**config.mk**
```make
export PLATFORM = sky130hd
export DESIGN_NAME = wb_sdram_arbiter
export DESIGN_NICKNAME = d
export VERILOG_FILES = /design/src/rtl/wb_sdram_arbiter.sv
export SDC_FILE = /design/constraint.sdc
export NUM_CORES = 1
export LEC_CHECK = 0
export ABC_AREA = 1
export CAP_MARGIN = 20
export CORE_MARGIN = 8
export CORE_UTILIZATION = 37
export CTS_BUF_LIST = sky130_fd_sc_hd__clkbuf_16
export CTS_CLUSTER_SIZE = 20
export DETAILED_ROUTE_END_ITERATION = 12
export GPL_TIMING_DRIVEN = 1
export PLACE_DENSITY = 0.88
export SETUP_SLACK_MARGIN = 0.1
export SLEW_MARGIN = 15
export SYNTH_ARGS = -nofsm -noshare
export SYNTH_HDL_FRONTEND = slang
export SYNTH_SLANG_ARGS = --single-unit
```
**constraint.sdc**
```tcl
create_clock -name clk -period 1.77 [get_ports clk]
set_input_delay 0.2655 -clock clk [delete_from_list [all_inputs] [get_ports clk]]
set_output_delay 0.2655 -clock clk [all_outputs]
set_load 0.05 [all_outputs]
```
**src/rtl/wb_sdram_arbiter.sv**
```systemverilog
// Round-robin Wishbone arbiter in front of the SDRAM controller slave port.
// One single-word transfer at a time; waits out the controller's long ack.
module wb_sdram_arbiter #(
  parameter int N_MASTERS = 3,
  parameter int ADDR_W    = 23,
  parameter int DATA_W    = 32,
  parameter int TIMEOUT   = 1024
) (
  input  logic                          clk,
  input  logic                          rst,
  input  logic [N_MASTERS-1:0]          m_cyc_i,
  input  logic [N_MASTERS-1:0]          m_stb_i,
  input  logic [N_MASTERS-1:0]          m_we_i,
  input  logic [N_MASTERS*ADDR_W-1:0]   m_addr_i,
  input  logic [N_MASTERS*DATA_W-1:0]   m_dat_i,
  output logic [DATA_W-1:0]             m_dat_o,
  output logic [N_MASTERS-1:0]          m_ack_o,
  output logic [N_MASTERS-1:0]          m_err_o,
  output logic                          s_cyc_o,
  output logic                          s_stb_o,
  output logic                          s_we_o,
  output logic [ADDR_W-1:0]             s_addr_o,
  output logic [DATA_W-1:0]             s_dat_o,
  input  logic [DATA_W-1:0]             s_dat_i,
  input  logic                          s_ack_i,
  output logic [N_MASTERS-1:0]          grant_o
);

  localparam int PW = (N_MASTERS > 1) ? $clog2(N_MASTERS) : 1;
  localparam int CW = $clog2(TIMEOUT + 1);

  typedef enum logic [1:0] {IDLE, BUSY, RELEASE} state_t;

  state_t               state_q, state_d;
  logic [PW-1:0]        rr_q, rr_d;
  logic [PW-1:0]        own_q, own_d;
  logic [PW-1:0]        nxt;
  logic [CW-1:0]        cnt_q, cnt_d;
  logic [N_MASTERS-1:0] req;
  logic [N_MASTERS-1:0] grant_d, ack_d, err_d;
  logic                 cyc_d, we_d;
  logic [ADDR_W-1:0]    addr_d;
  logic [DATA_W-1:0]    wdat_d, rdat_d;
  logic                 found;
  logic [PW-1:0]        pick;
  logic [PW:0]          sum;
  logic [ADDR_W-1:0]    addr_a [N_MASTERS];
  logic [DATA_W-1:0]    wdat_a [N_MASTERS];

  assign req = m_cyc_i & m_stb_i;
  assign nxt = (own_q == PW'(N_MASTERS - 1)) ? '0 : own_q + 1'b1;

  for (genvar g = 0; g < N_MASTERS; g++) begin : g_unpack
    assign addr_a[g] = m_addr_i[g*ADDR_W +: ADDR_W];
    assign wdat_a[g] = m_dat_i[g*DATA_W +: DATA_W];
  end

  always_comb begin
    state_d = state_q;
    rr_d    = rr_q;
    own_d   = own_q;
    cnt_d   = cnt_q;
    grant_d = grant_o;
    ack_d   = '0;
    err_d   = '0;
    cyc_d   = s_cyc_o;
    we_d    = s_we_o;
    addr_d  = s_addr_o;
    wdat_d  = s_dat_o;
    rdat_d  = m_dat_o;
    found   = 1'b0;
    pick    = '0;
    sum     = '0;
    // scan from rr_q upward, wrapping modulo N_MASTERS
    for (int i = 0; i < N_MASTERS; i++) begin
      sum = {1'b0, rr_q} + (PW+1)'(i);
      if (sum >= (PW+1)'(N_MASTERS))
        sum = sum - (PW+1)'(N_MASTERS);
      if (!found && req[sum[PW-1:0]]) begin
        found = 1'b1;
        pick  = sum[PW-1:0];
      end
    end
    unique case (state_q)
      IDLE: begin
        if (found) begin
          own_d   = pick;
          grant_d = N_MASTERS'(1) << pick;
          cyc_d   = 1'b1;
          we_d    = m_we_i[pick];
          addr_d  = addr_a[pick];
          wdat_d  = wdat_a[pick];
          cnt_d   = '0;
          state_d = BUSY;
        end
      end
      BUSY: begin
        if (s_ack_i) begin
          rdat_d       = s_dat_i;
          ack_d[own_q] = m_cyc_i[own_q];
          cyc_d        = 1'b0;
          rr_d         = nxt;
          cnt_d        = '0;
          state_d      = RELEASE;
        end else if (cnt_q == CW'(TIMEOUT - 1)) begin
          err_d[own_q] = 1'b1;
          cyc_d        = 1'b0;
          rr_d         = nxt;
          cnt_d        = '0;
          state_d      = RELEASE;
        end else begin
          cnt_d = cnt_q + 1'b1;
        end
      end
      RELEASE: begin
        // controller ack spans several cycles; wait for it to fall
        if (!s_ack_i) begin
          grant_d = '0;
          state_d = IDLE;
        end
      end
      default: state_d = IDLE;
    endcase
  end

  always_ff @(posedge clk) begin
    if (rst) begin
      state_q  <= IDLE;
      rr_q     <= '0;
      own_q    <= '0;
      cnt_q    <= '0;
      grant_o  <= '0;
      m_ack_o  <= '0;
      m_err_o  <= '0;
      m_dat_o  <= '0;
      s_cyc_o  <= 1'b0;
      s_stb_o  <= 1'b0;
      s_we_o   <= 1'b0;
      s_addr_o <= '0;
      s_dat_o  <= '0;
    end else begin
      state_q  <= state_d;
      rr_q     <= rr_d;
      own_q    <= own_d;
      cnt_q    <= cnt_d;
      grant_o  <= grant_d;
      m_ack_o  <= ack_d;
      m_err_o  <= err_d;
      m_dat_o  <= rdat_d;
      s_cyc_o  <= cyc_d;
      s_stb_o  <= cyc_d;
      s_we_o   <= we_d;
      s_addr_o <= addr_d;
      s_dat_o  <= wdat_d;
    end
  end

endmodule
```
* After elaboration in Yosys (flattened, before gate mapping) *
Cells that the tools add are included.

word-level totals
  bits in registers = 115
  bits in latches = 0
  memory bits (writable) = 0
  ROM bits = 0
  input bits = 209
  output and inout bits = 99
  logic and storage cells = 107
  memories = 0

cells by class
  add/sub/neg operators = 7
  $mul = 0
  div/mod/pow operators = 0
  order comparisons = 10
  eq/ne operators = 7
  shift operators = 1
  multiplexer cells = 46
  bitwise gates (word level) = 6
  reductions and logical operators = 18

operators with widths
  cell                   number
  $bmux 32 s2            1
  $mux 32                2
  $bmux 23 s2            1
  $mux 23                2
  $mux 11                3
  $mux 2                 13
  $pmux 11 s2            1
  $lt 2x3->1 const B     5
  $mux 1                 12
  $add 11x1->11 const B  1
  $eq 11x10->1 const B   1
  $bmux 1 s2             5
  $reduce_and 3->1       3
  $reduce_and 2->1       4
  $and 3x3->3            2
  $ge 3x2->1 const B     2
  $mux 3                 2
  $pmux 2 s3             1
  $pmux 3 s2             1
  $reduce_bool 2->1      3
  $sub 2x2->2 const B    3
  $eq 2x2->1 const B     2
  $ne 2x2->1 const B     2
  $reduce_or 4->1        1
  other kinds (17)       22

* Depth between registers and ports, before layout *
  word-level depth = 15
  depth in mapped cells = 14
  depth with buffers taken out = 13

* Worst setup path after synthesis *
OpenSTA, ideal clock, no wires.

  kind = reg2reg
  start = register rr_q[0]
  end = register s_dat_o[20]
  setup time = 0.120 ns
  arrival time = 1.757 ns
  data required time = 1.650 ns
  path slack = -0.107 ns
  stages on the path, launching flop included = 11
  path buffers = 2
  clock period less this slack = 1.877 ns
  cell sequence = dfxtp_1 > inv_1 > ha_1 > o21ai_0 > nand2_2 > nand4_1 > nand2_1 > buf_4 > buf_4 > a21oi_1 > a21oi_1

on the way
  longest elaborated chain between the ends = 15
  elaborated cells between the ends (all ways) = 32
  those cells by class = 5 x add/sub; 3 x order compare; 18 x mux; 1 x bitwise; 5 x reduce/logical

RTL lines
  item                                                  RTL line  RTL
  start: declaration                                    35        logic [PW-1:0] rr_q, rr_d;
  start signal: assignment                              143       rr_q <= rr_d;
  branches (longest 15 deep; another with $add 2x1->3)  -
  end signal: assignment                                154       s_dat_o <= wdat_d;
  end: declaration                                      23        output logic [DATA_W-1:0] s_dat_o,

Parallel ways; which one is timed is not known. The select of a mux whose other input is x is not followed.
A chain may end at the register's enable or synchronous reset.

* Final worst setup path *
  start = register rr_q[1]
  end = register s_dat_o[28]

Same word-level chain as after synthesis.

==> impl_metrics.json <==
{
  "status": "complete, but fails checks",
  "violations": "setup timing",
  "cpMaxStageDelayCell": "dfxtp_4",
  "postSynthAreaPerCell_sq_um": 6.636,
  "fin_util_pct": 67.31,
  "finClkSkew_ns": 0.009826,
  "core_region_area_sq_um": 16350,
  "hold_class": "in2reg",
  "nNetsFinal": 1464,
  "arrival_ns": 2.31,
  "path_max_fanout": 10,
  "holdWs_ns": 0.4201,
  "syn_inst": 916,
  "drive_above_1_share_pct": 20.81,
  "clkLatencyLatePin_ns": 0.41,
  "boundaryPins": 308,
  "yosysSeqAreaShare_pct": 37.88,
  "drtIter0Drc": 491,
  "setup_ws_ns": -0.2071,
  "drc": 0,
  "max_freq_ghz": 0.5058,
  "place_inst": 1424,
  "gp_routability_congestion": 0.9061,
  "routedWlPerCell_um": 18.80,
  "cp_slowest_stage_delay_ns": 0.36,
  "yosysUniqueCellTypes": 23,
  "detail_route.vias_per_cell": 5.321,
  "rsz0062_at_grt": "yes",
  "num_rows": 47,
  "port_buffers": 307,
  "ctsLongestPathBuffers": 2,
  "cts.clk_slew.worst_paths_ns": 0.06,
  "worst_slew_pin_slew_ns": 0.5249,
  "grt_use_total_pct": 24.46,
  "wl_um": 27900,
  "period_minus_slack_ns": 1.977,
  "ir_worst_vdd_mv": 0.9515,
  "setup_viol": 74,
  "crit_chain": "inv_2 > ha_4 > inv_4 > nand2_2 > nand2_1 > nand2_2 > nand2_4 > nand4_1 > nand2_4 > inv_8 > buf_12 > nand3_1 > a21oi_1",
  "dp_hpwl_um": 18390,
  "slew_viol_final": 0,
  "synth-seq-cells": 115,
  "area_delta_synth_final_pct": 81.04,
  "critical_path_class": "reg2reg",
  "p_per_area_nw_per_um2": 1505,
  "max_slew_margin_pct": 65.15,
  "via_count": 7896,
  "grt_pass1_wl_um": 39850,
  "fin_crit_sh_pct": 111.7,
  "final_cells": 1484,
  "clock_sinks": 115,
  "antenna_found_initial": 0,
  "cts_buffers": 17,
  "drv_cap": 0,
  "grt_start_max_net_pins": 39,
  "first_pass_iters": 5,
  "start_kind": "flip-flop",
  "antennaDiodeCount": 0,
  "die_y_um": 144.2,
  "grt-ovfl-total": 0,
  "cts_tree": "done",
  "finalHoldViolations": 0,
  "syn_area_sq_um": 6078,
  "dieArea_sq_um": 20790,
  "cp.required_ns": 2.10,
  "ys_warn_count": 0,
  "tns_ns": -10.72,
  "start_util_pct": 37.18,
  "die_w_um": 144.2,
  "ant_nets": 0,
  "clockRootBuffer": "clkbuf_16",
  "grt_pass1_vias": 7832,
  "cp-end-kind": "flip-flop",
  "power_leakage_nw": 5.253,
  "syn-num-nets": 1129,
  "htreeDepth": 4
}
[per-stage QoR]
stage | total power, mW | setup slack, ns | cell area, sq um
finish | 16.57 | -0.2071 | 11000
global route | 17.26 | -0.3171 | 11000
CTS | 16.03 | -0.1465 | 10630
detailed placement | 11.69 | -0.4053 | 9527
global placement | 11.53 | -0.3157 | 9527
floorplan | 8.953 | 0.07587 | 6228
[layer usage]
metal | GRT usage, % | vias to the layer above | routed length, um
li1 | - | 3676 | -
met4 | 13.53 | 0 | 1324
met2 | 42.61 | 495 | 13820
met3 | 8.155 | 95 | 2950
met5 | 0 | - | 0
met1 | 25.56 | 3630 | 9805
[flip-flops by register name, indices dropped and copies added, names as in the netlist]
signal	count
s_we_o	1
m_err_o	3
s_addr_o	23
rr_q	2
m_ack_o	3
state_q	2
s_stb_o	1
own_q	2
m_dat_o	32
s_dat_o	32
grant_o	3
cnt_q	11
[what timing repair did]
item / 4_1_cts / 5_1_grt
setup buffers: 8 / 7
pin swaps: 15 / 14
hold buffers: 0 / 0
gates resized for setup: 115 / 52
setup endpoints to repair: 111 / 80
gates cloned: 8 / 5
[synthesized netlist by cell type]
cell       count  area, sq um
a211oi_1       1        7.510
a21oi_1      128        640.6
buf_2         24        120.1
buf_4          9        67.56
buf_6          5        56.30
clkbuf_1      28        105.1
dfxtp_1      115         2302
ha_1           4        50.05
inv_1        195        732.0
inv_2          6        22.52
nand2_1       54        202.7
nand2_2        3        18.77
nand3_1      190        950.9
nand3b_1       1        7.510
nand4_1        9        56.30
nor2_1        34        127.6
nor3_1         9        45.04
nor4_1         1        6.260
o2111ai_1      1        8.760
o21ai_0       53        265.3
o21ai_1       10        50.05
o22ai_1       32        200.2
xor2_1         4        35.03
[worst paths after layout]
check / startpoint / to / slack (ns) / cells after the start
worst max-delay path: rr_q[1]$_SDFFE_PP0P_ / s_dat_o[28]$_SDFFE_PP0P_ / -0.21 / 13
worst min-delay path: s_dat_i[9] / m_dat_o[9]$_SDFFE_PP0P_ / 0.42 / 3
worst max register to register: rr_q[1]$_SDFFE_PP0P_ / s_dat_o[28]$_SDFFE_PP0P_ / -0.21 / 13
worst min register to register: m_dat_o[29]$_SDFFE_PP0P_ / m_dat_o[29]$_SDFFE_PP0P_ / 0.46 / 2
[cell families after synthesis]
logic type      count (synthesis)  share of synthesized area [%]
simple gates                  301                          23.28
buf+inv                       267                          18.16
compound gates                225                          19.29
flops                         115                          37.88
xor+xnor                        4                         0.5763
fa+ha+maj                       4                         0.8234
[layout by cell type, fill, tap and decap left out, types with 3 or more instances in the layout]
cell             count
ha_4                 3
buf_4              101
nor2_4               4
buf_6                5
clkinv_4             4
o21ai_0             30
buf_12              19
a21oi_1            114
nand3_2             37
inv_1              191
o21ai_1             29
inv_8                5
nand2_1             45
dfxtp_1            113
buf_16               7
o21ai_2              4
a21oi_2             14
nor2_1              29
inv_6                4
inv_4                3
nand4_1              9
clkbuf_16           22
dlygate4sd2_1       34
xor2_1               4
clkdlybuf4s50_1    208
inv_2                3
nand2_2              6
nand3_1            151
o22ai_1             32
nand2_4              5
nor3_1               8
[power breakdown]
group	internal [mW]	total, mW	switching, mW
clock	2.12	3.51	1.39
sequential	3.31	3.75	0.443
combinational	3.38	9.30	5.92
[layout make-up]
cell class | count | area [sq um]
fillers | 1259 | 5344
clock buffers | 17 | 425.4
flip-flops and latches | 115 | 2310
repair buffers | 381 | 3923
clock inverters | 15 | 172.7
multi-input cells | 535 | 3117
well taps | 220 | 275.3
inverters | 201 | 782.0
[critical path: cells and delay by family (launching register included)]
family          cells  cell delay (ns)
flops               1             0.36
buf+inv             4             0.45
compound gates      1             0.15
fa+ha+maj           1             0.19
simple gates        7             0.74
Note: power is estimated with default switching activity, not from simulation.
